--- config.mk ---
export PLATFORM = sky130hd
export DESIGN_NAME = alm_div_32by16_signed_flat
export DESIGN_NICKNAME = d
export VERILOG_FILES = /design/src/rtl/alm_div_32by16_signed_if.sv /design/src/rtl/alm_div_32by16_signed.sv /design/src/flat_wrapper.sv
export SDC_FILE = /design/constraint.sdc
export NUM_CORES = 1
export LEC_CHECK = 0
export CAP_MARGIN = 20
export CORE_UTILIZATION = 54
export CTS_CLUSTER_SIZE = 20
export DETAILED_ROUTE_END_ITERATION = 10
export MAX_ROUTING_LAYER = met4
export PLACE_DENSITY_LB_ADDON = 0.08
export SLEW_MARGIN = 10
export SYNTH_ARGS = -nofsm -noshare
export SYNTH_HDL_FRONTEND = slang
export SYNTH_SLANG_ARGS = --single-unit
--- constraint.sdc ---
create_clock -name i_clk -period 4.2 [get_ports i_clk]
set_clock_uncertainty 0.1 [all_clocks]
set_input_delay 1.05 -clock i_clk [delete_from_list [all_inputs] [get_ports i_clk]]
set_output_delay 1.05 -clock i_clk [all_outputs]
set_load 0.05 [all_outputs]
--- src/rtl/alm_div_32by16_signed_if.sv ---
// Operand/result handshake bundle for the approximate 32/16 signed divider.
// slave faces the divider, master faces whoever feeds and drains it.
interface alm_div_32by16_signed_if;
  logic        i_valid;
  logic        o_ready;
  logic [31:0] i_a;
  logic [15:0] i_b;
  logic        o_valid;
  logic        i_ready;
  logic [15:0] o_q;
  logic        o_dz;

  modport slave (
    input  i_valid, i_a, i_b, i_ready,
    output o_ready, o_valid, o_q, o_dz
  );

  modport master (
    output i_valid, i_a, i_b, i_ready,
    input  o_ready, o_valid, o_q, o_dz
  );
endinterface

--- src/rtl/alm_div_32by16_signed.sv ---
// Approximate signed 32/16 divider: Mitchell log-domain with DR truncation.
// Five-state multicycle FSM, one operation in flight.
module alm_div_32by16_signed #(
  parameter int TRUNC_WIDTH = 6
) (
  input logic i_clk,
  input logic i_rst_n,
  alm_div_32by16_signed_if.slave bus
);
  localparam int T  = TRUNC_WIDTH;
  localparam int F  = T + 1;
  localparam int KW = 7;
  localparam int LW = F + KW;
  localparam int MW = F + 33;

  typedef enum logic [2:0] {
    IDLE, LOG, SUB, EXP, OUT
  } state_t;

  state_t state, state_n;

  logic [31:0]   a_r;
  logic [15:0]   b_r;
  logic          s_r, an_r, za_r, zb_r;
  logic [4:0]    ka_r;
  logic [3:0]    kb_r;
  logic [F-1:0]  fa_r, fb_r, f_r;
  logic [KW-1:0] k_r;
  logic [15:0]   q_r;
  logic          dz_r;

  always_ff @(posedge i_clk or negedge i_rst_n)
    if (!i_rst_n) state <= IDLE;
    else          state <= state_n;

  always_comb begin
    state_n = state;
    unique case (state)
      IDLE:    if (bus.i_valid) state_n = LOG;
      LOG:     state_n = SUB;
      SUB:     state_n = EXP;
      EXP:     state_n = OUT;
      OUT:     if (bus.i_ready) state_n = IDLE;
      default: state_n = IDLE;
    endcase
  end

  logic [31:0]  aa;
  logic [15:0]  ba;
  logic [4:0]   ka;
  logic [3:0]   kb;
  logic [T-1:0] xa, xb;

  // Normalise so the leading one sits at the MSB, then take the bits below it.
  always_comb begin
    aa = a_r[31] ? ~a_r + 32'd1 : a_r;
    ba = b_r[15] ? ~b_r + 16'd1 : b_r;
    ka = '0;
    kb = '0;
    for (int i = 0; i < 32; i++)
      if (aa[i]) ka = 5'(i);
    for (int i = 0; i < 16; i++)
      if (ba[i]) kb = 4'(i);
    xa = T'((aa << (5'd31 - ka)) >> (31 - T));
    xb = T'((ba << (4'd15 - kb)) >> (15 - T));
  end

  logic [LW-1:0] la, lb, l;

  assign la = LW'({ka_r, fa_r});
  assign lb = LW'({kb_r, fb_r});
  assign l  = la - lb;

  logic [32:0] qm;
  logic [15:0] q_n;

  // Shift amount k never exceeds 31, so a 33-bit magnitude cannot wrap.
  always_comb begin
    qm = k_r[KW-1] ? 33'd0
                   : 33'((MW'({1'b1, f_r}) << k_r) >> F);
    if (zb_r)
      q_n = an_r ? 16'h8000 : 16'h7fff;
    else if (za_r)
      q_n = '0;
    else if (!s_r)
      q_n = (qm > 33'd32767) ? 16'h7fff : qm[15:0];
    else
      q_n = (qm > 33'd32768) ? 16'h8000 : ~qm[15:0] + 16'd1;
  end

  always_ff @(posedge i_clk or negedge i_rst_n) begin
    if (!i_rst_n) begin
      a_r  <= '0;
      b_r  <= '0;
      s_r  <= 1'b0;
      an_r <= 1'b0;
      za_r <= 1'b0;
      zb_r <= 1'b0;
      ka_r <= '0;
      kb_r <= '0;
      fa_r <= '0;
      fb_r <= '0;
      k_r  <= '0;
      f_r  <= '0;
      q_r  <= '0;
      dz_r <= 1'b0;
    end else begin
      if (state == IDLE && bus.i_valid) begin
        a_r <= bus.i_a;
        b_r <= bus.i_b;
      end
      if (state == LOG) begin
        s_r  <= a_r[31] ^ b_r[15];
        an_r <= a_r[31];
        za_r <= (a_r == '0);
        zb_r <= (b_r == '0);
        ka_r <= ka;
        kb_r <= kb;
        fa_r <= {xa, 1'b1};
        fb_r <= {xb, 1'b1};
      end
      if (state == SUB) begin
        k_r <= l[LW-1:F];
        f_r <= l[F-1:0];
      end
      if (state == EXP) begin
        q_r  <= q_n;
        dz_r <= zb_r;
      end
    end
  end

  assign bus.o_ready = (state == IDLE);
  assign bus.o_valid = (state == OUT);
  assign bus.o_q     = q_r;
  assign bus.o_dz    = dz_r;
endmodule

--- src/flat_wrapper.sv ---
// flat-port wrapper written by rule: the top's interface ports become plain ports
module alm_div_32by16_signed_flat 
#(
  parameter int TRUNC_WIDTH = 6
)
  (i_clk, i_rst_n, bus_i_valid, bus_i_a, bus_i_b, bus_i_ready, bus_o_ready, bus_o_valid, bus_o_q, bus_o_dz);
  alm_div_32by16_signed_if bus_i ();
  input logic i_clk;
  input logic i_rst_n;
  input wire logic [$bits(bus_i.i_valid)-1:0] bus_i_valid;
  input wire logic [$bits(bus_i.i_a)-1:0] bus_i_a;
  input wire logic [$bits(bus_i.i_b)-1:0] bus_i_b;
  input wire logic [$bits(bus_i.i_ready)-1:0] bus_i_ready;
  output wire logic [$bits(bus_i.o_ready)-1:0] bus_o_ready;
  output wire logic [$bits(bus_i.o_valid)-1:0] bus_o_valid;
  output wire logic [$bits(bus_i.o_q)-1:0] bus_o_q;
  output wire logic [$bits(bus_i.o_dz)-1:0] bus_o_dz;
  assign bus_i.i_valid = bus_i_valid;
  assign bus_i.i_a = bus_i_a;
  assign bus_i.i_b = bus_i_b;
  assign bus_i.i_ready = bus_i_ready;
  assign bus_o_ready = bus_i.o_ready;
  assign bus_o_valid = bus_i.o_valid;
  assign bus_o_q = bus_i.o_q;
  assign bus_o_dz = bus_i.o_dz;
  alm_div_32by16_signed #(.TRUNC_WIDTH(TRUNC_WIDTH)) u_core (.i_clk(i_clk), .i_rst_n(i_rst_n), .bus(bus_i));
endmodule
==> results.toml, run 1 <==
[status]
status = "finished with violations"
violations = "setup timing"

[floorplan]
die_h_um = 132
dieArea_um2 = 17500
chipWidth_um = 132
rows = 47
coreArea_um2 = 16600
initial_utilization_pct = 55.3
boundaryPins = 71

[yosys]
synth_seq_cells = 105
synth_area_per_cell_um2 = 8.23
synthFlopType = "dfrtp_1"
synthDistinctLibCells = 89
synth_warnings = 0
synth_fp_nets = 1181
synth_edf_count = 0
yosysSeqAreaShare_pct = 28.6
ys_async_sr_fraction_pct = 100
syn-cell-area_um2 = 9170
synth_cells = 1114

[setup_path]
crit_chain = "or4_4 > buf_4 > nor4_2 > buf_4 > or4_4 > a21oi_4 > o221a_4 > buf_4 > buf_4 > o41ai_4 > buf_4 > mux2_2 > mux2i_1 > mux2i_1 > a311oi_2 > o22ai_1"
cp.required_ns = 4.34
worstSetupEndpoint = "u_core.fa_r[3]"
cp.arrival_ns = 4.36
crit_type = "reg2reg"
reg2reg_depth = 16
crit_slowest_cell = "or4_4"
startpoint = "u_core.a_r[2]"
reg2reg_to = "u_core.fa_r[3]"
r2r-start = "u_core.a_r[2]"
cp_max_fo = 7
reg2reg_setup_slack_ns = -0.02
slowest_delay_ns = 0.61
cp_common_cell = "buf_4"
crit_path_start_kind = "register"
cp-end-kind = "register"

[cells_and_area]
area_delta_synth_final_pct = 31.2
drive_gt1_share_pct = 26.7
layout.nets = 1363
utilization_pct = 72.6
layout_common_cells = "buf_4 (163), nand2_1 (120), dfrtp_1 (104)"
fin_area_um2 = 12000
antenna_cells = 0
final_common_cell = "buf_4"

[placement]
gp_congestion = 0.980
placed_cell_area_um2 = 11100
dp_hpwl_um = 21200
io_buffer_count = 70

[routing]
drt-initial-drc-count = 810
dr.pass1.iters = 5
vias = 9510
drc = 0
wl_per_cell_um = 18.7
final_antenna_net_count = 0
viasPerCell = 6.25
drt-total-wl_um = 28500

[cts]
cts-htree-levels = 3
root_buffer = "clkbuf_16"
path_clk_slew_ns = 0.08
clock_latency_ns = 0.36
holdBufCountCts = 0
cts_tree = "built"
clock_sinks = 105
cts_max_path_buffers = 2
cts_buffers = 9

[global_route]
grt_pass1_wl_um = 45200
grt_pass1_vias = 8636
grt_overflow = 0
antenna_found_initial = 0
track_usage_pct = 33.0
grt_max_degree = 61

[timing]
slew_viol_final = 0
fin_ws_ns = -0.0221
setup_viol = 1
relSlewSlack_pct = 43.8
hold_violations = 0
rsz0062_at_grt = "yes"
clock.fmax_mhz = 237
finalCriticalPeriod_ns = 4.22
fin_crit_sh_pct = 101
worstMarginPinSlew_ns = 0.839

[hold_path]
hp-class = "reg2reg"

[job]
cap_violations = 0
[stage by stage]
stage | instances | setup slack, ns | hold WS [ns] | TNS (ns)
floorplan | 1114 | -0.0687 | 0.350 | -0.156
global placement | 1481 | -0.184 | 0.365 | -0.406
detailed placement | 1481 | -0.164 | 0.381 | -0.689
CTS | 1501 | -0.00279 | 0.399 | -0.00279
global route | 1521 | -0.112 | 0.432 | -0.414
finish | 1521 | -0.0221 | 0.397 | -0.0221
[critical path, delay by kind of cell, from the launching register on]
kind                   cells  cell delay (ns)
AND/OR/NAND/NOR            3             1.07
buffers and inverters      5             0.83
multiplexers               3             0.63
AO/OA/AOI/OAI              5             1.09
flip-flops                 1             0.38
[cell type report]
class	count	area, µm²
multi-input combinational	885	6520
clock buffer	9	225
clock inverter	7	98.8
fill	1302	4550
timing repair buffer	245	2100
sequential	105	2630
inverter	50	188
tap	220	275
[what timing repair did]
item                       CTS  global route
resized for setup           10            81
pin swaps                    7            29
setup buffers                4            18
setup endpoints to repair    6            20
gates cloned                 0             1
[registers in the layout (all words and copies together), names as in the netlist]
name             count
u_core.ka_r          5
u_core.kb_r          4
u_core.fa_r          6
u_core.a_r          32
u_core.za_r          1
u_core.bus.o_dz      1
u_core.s_r           1
u_core.fb_r          6
u_core.an_r          1
u_core.bus.o_q      16
u_core.f_r           6
u_core.zb_r          1
u_core.state         3
u_core.b_r          16
u_core.k_r           6
[per-layer routing]
| metal | vias up | GRT usage (%) | share of wire [%] |
|---|---|---|---|
| met5 | - | - | 0 |
| met4 | 0 | 8.43 | 1.8 |
| met3 | 57 | 4.00 | 6.7 |
| met2 | 429 | 47.3 | 44 |
| met1 | 4533 | 49.0 | 47 |
| li1 | 4491 | - | - |
[logic make-up after synthesis]
logic type,synth area share [%]
muxes,11.3
buffers and inverters,5.69
xor gates and xnor gates,6.59
AOI/OAI and AO/OA,26.1
DFF,28.6
adders and majority gates,2.05
and+or+nand+nor,19.6
[worst min-delay path by stage]
stage / start / slack (ns) / end / cells past startpoint
finish: u_core.ka_r[0] / 0.40 / u_core.ka_r[0] / 2
global route: u_core.an_r / 0.43 / u_core.an_r / 2
CTS: u_core.ka_r[0] / 0.40 / u_core.ka_r[0] / 2
detailed placement: u_core.ka_r[0] / 0.38 / u_core.ka_r[0] / 2
global placement: u_core.kb_r[1] / 0.37 / u_core.kb_r[1] / 2
floorplan: u_core.kb_r[1] / 0.35 / u_core.kb_r[1] / 2
[synth_stat cells (all sizes together) (5+ instances only)]
library cell	instances	share of area, %
a211oi	12	0.98
a21boi	5	0.41
a21o	14	1.1
a21oi	55	3.0
a221oi	16	1.6
a22oi	7	0.57
a31o	6	0.57
a31oi	9	0.61
a41oi	8	0.85
and2	10	0.68
and3	13	0.89
buf	19	1.4
clkbuf	56	2.3
dfrtp	105	29
ha	15	2.0
inv	48	2.0
mux2	55	6.8
mux2i	42	4.6
nand2	122	5.0
nand2b	9	0.61
nand3	27	1.5
nand4	9	0.61
nor2	79	3.2
nor2b	8	0.55
nor3	32	1.7
nor4	10	0.68
o211ai	12	0.98
o21ai	77	4.2
o22a	15	1.4
o22ai	8	0.55
o31ai	18	1.6
o41ai	12	1.4
or2	11	0.75
or3	8	0.55
or4	15	1.3
xnor2	44	4.2
xor2	25	2.4
Power of run 1 is not shown: default switching activity piles up to over one toggle a cycle in this logic, so the estimate is an artifact.
==> inputs of run 2 (changes only) <==
Settings changed: CORE_MARGIN from default to 4.
==> run 2 against run 1 <==
- the run now ends clean
- sequential share of layout area decreased by 0.33 points
- die area increased by 9.3%
- register-to-register slack improved by 0.07 ns
- non-clock buffer count increased by 29
- global-route usage decreased by 3.4 points
- fmax increased by 1.7%
- largest cell class unchanged
==> results.toml, run 2 (same netlist as run 1, synthesis figures left out) <==
[status]
status = "completed"

[floorplan]
chipWidth_um = 138
dieArea_um2 = 19100
die_h_um = 138
initial_utilization_pct = 55.1
coreArea_um2 = 16600
rows = 47
boundaryPins = 71

[global_route]
track_usage_pct = 29.6
antenna_found_initial = 0
grt_max_degree = 61
grt_overflow = 0
grt_pass1_wl_um = 46000
grt_pass1_vias = 8815

[setup_path]
crit_type = "reg2reg"
reg2reg_depth = 15
cp-end-kind = "register"
reg2reg_to = "u_core.fa_r[4]"
cp.required_ns = 4.33
startpoint = "u_core.a_r[14]"
reg2reg_setup_slack_ns = 0.05
crit_path_start_kind = "register"
cp_max_fo = 6
cp.arrival_ns = 4.28
r2r-start = "u_core.a_r[14]"

[timing]
setup_viol = 0
slew_viol_final = 0
holdWs_ns = 0.392
relSlewSlack_pct = 42.6
hold_violations = 0
finalCriticalPeriod_ns = 4.15
fin_crit_sh_pct = 98.8
worstMarginPinSlew_ns = 0.858
rsz0062_at_grt = "yes"
final.setup.tns_ns = 0
clock.fmax_mhz = 241

[cells_and_area]
antenna_cells = 0
area_delta_synth_final_pct = 33.2
final_common_cell = "buf_4"
layout.nets = 1391
drive_gt1_share_pct = 28.2
largest_reg_flops = 32
largest-register = "u_core.a_r"
fin_area_um2 = 12200
layout_common_cells = "buf_4 (195), nand2_1 (118), dfrtp_1 (104)"
stdcell_count = 1548

[placement]
dp_hpwl_um = 21900
io_buffer_count = 70
placed_cell_area_um2 = 11300
place_inst = 1515
gp_congestion = 0.962

[hold_path]
min_from = "u_core.kb_r[2]"
hp-class = "reg2reg"
hold_path_depth = 2
min_to = "u_core.kb_r[2]"

[cts]
path_clk_slew_ns = 0.08
holdBufCountCts = 0
cts_buffers = 9
cts_max_path_buffers = 2
clock_sinks = 105
cts_tree = "built"
clock_latency_ns = 0.36
cts-htree-levels = 3
root_buffer = "clkbuf_16"

[routing]
drc = 0
drt-initial-drc-count = 975
drt-total-wl_um = 28900
vias = 9532
wl_per_cell_um = 18.7
final_antenna_net_count = 0
viasPerCell = 6.16
dr.pass1.iters = 7

[job]
cap_violations = 0
run 2: timing repair:
item | 4_1_cts | 5_1_grt
buffers inserted | 2 | 13
pin swaps | 12 | 24
gates cloned | 0 | 2
setup endpoints to repair | 6 | 19
resized for setup | 19 | 68
run 2: layout make-up:
class / count / area [µm²]
fillers: 1306 / 4430
clock buffers: 10 / 239
flip-flops and latches: 105 / 2630
inverters: 50 / 188
well taps: 220 / 275
clock inverters: 5 / 52.6
repair buffers: 274 / 2320
multi-input cells: 884 / 6510
run 2: metal layers:
metal	global-route usage (%)	wire (µm)	vias up
li1	-	-	4549
met1	43.4	13700	4572
met2	44.0	12900	374
met3	4.11	1890	37
met4	6.40	395	0
met5	-	0	-
run 2: critical path, cell delays in order (launching register included):
cell and delay [ns]:
dfrtp_1 0.39, or4_4 0.58, or4_4 0.53, or4_4 0.45
buf_6 0.14, o21ai_4 0.13, a32oi_4 0.17, buf_6 0.17
o41ai_4 0.23, buf_4 0.18, mux2_2 0.33, nor2_1 0.13
o32ai_2 0.10, a211oi_2 0.22, buf_4 0.14, o21ai_1 0.05
run 2: metrics by stage:
step	setup slack, ns	utilization [%]
2_1_floorplan	-0.0687	-
6_report	0.0487	73.4
3_3_place_gp	-0.0976	68.2
5_1_grt	-0.101	73.4
4_1_cts	0.0113	70.5
3_5_place_dp	-0.203	68.2
run 2: how the worst max path moves through the flow:
stage | endpoint | slack (ns) | depth (start not counted)
5_1_grt | u_core.fa_r[4] | -0.10 | 16
3_3_place_gp | u_core.fa_r[1] | -0.1 | 15
3_5_place_dp | u_core.fa_r[5] | -0.20 | 14
4_1_cts | u_core.fa_r[1] | 0.01 | 15
6_report | u_core.fa_r[4] | 0.05 | 15
2_1_floorplan | u_core.fa_r[2] | -0.07 | 16
Power of run 2 is left out for the same reason.
==> inputs of run 3 (changes only) <==
Settings changed: CTS_CLUSTER_DIAMETER from default to 150.
==> results of run 3 <==
Same layout as run 2: the final DEF is identical, and so are final timing and power.
Power of run 3 is left out for the same reason.
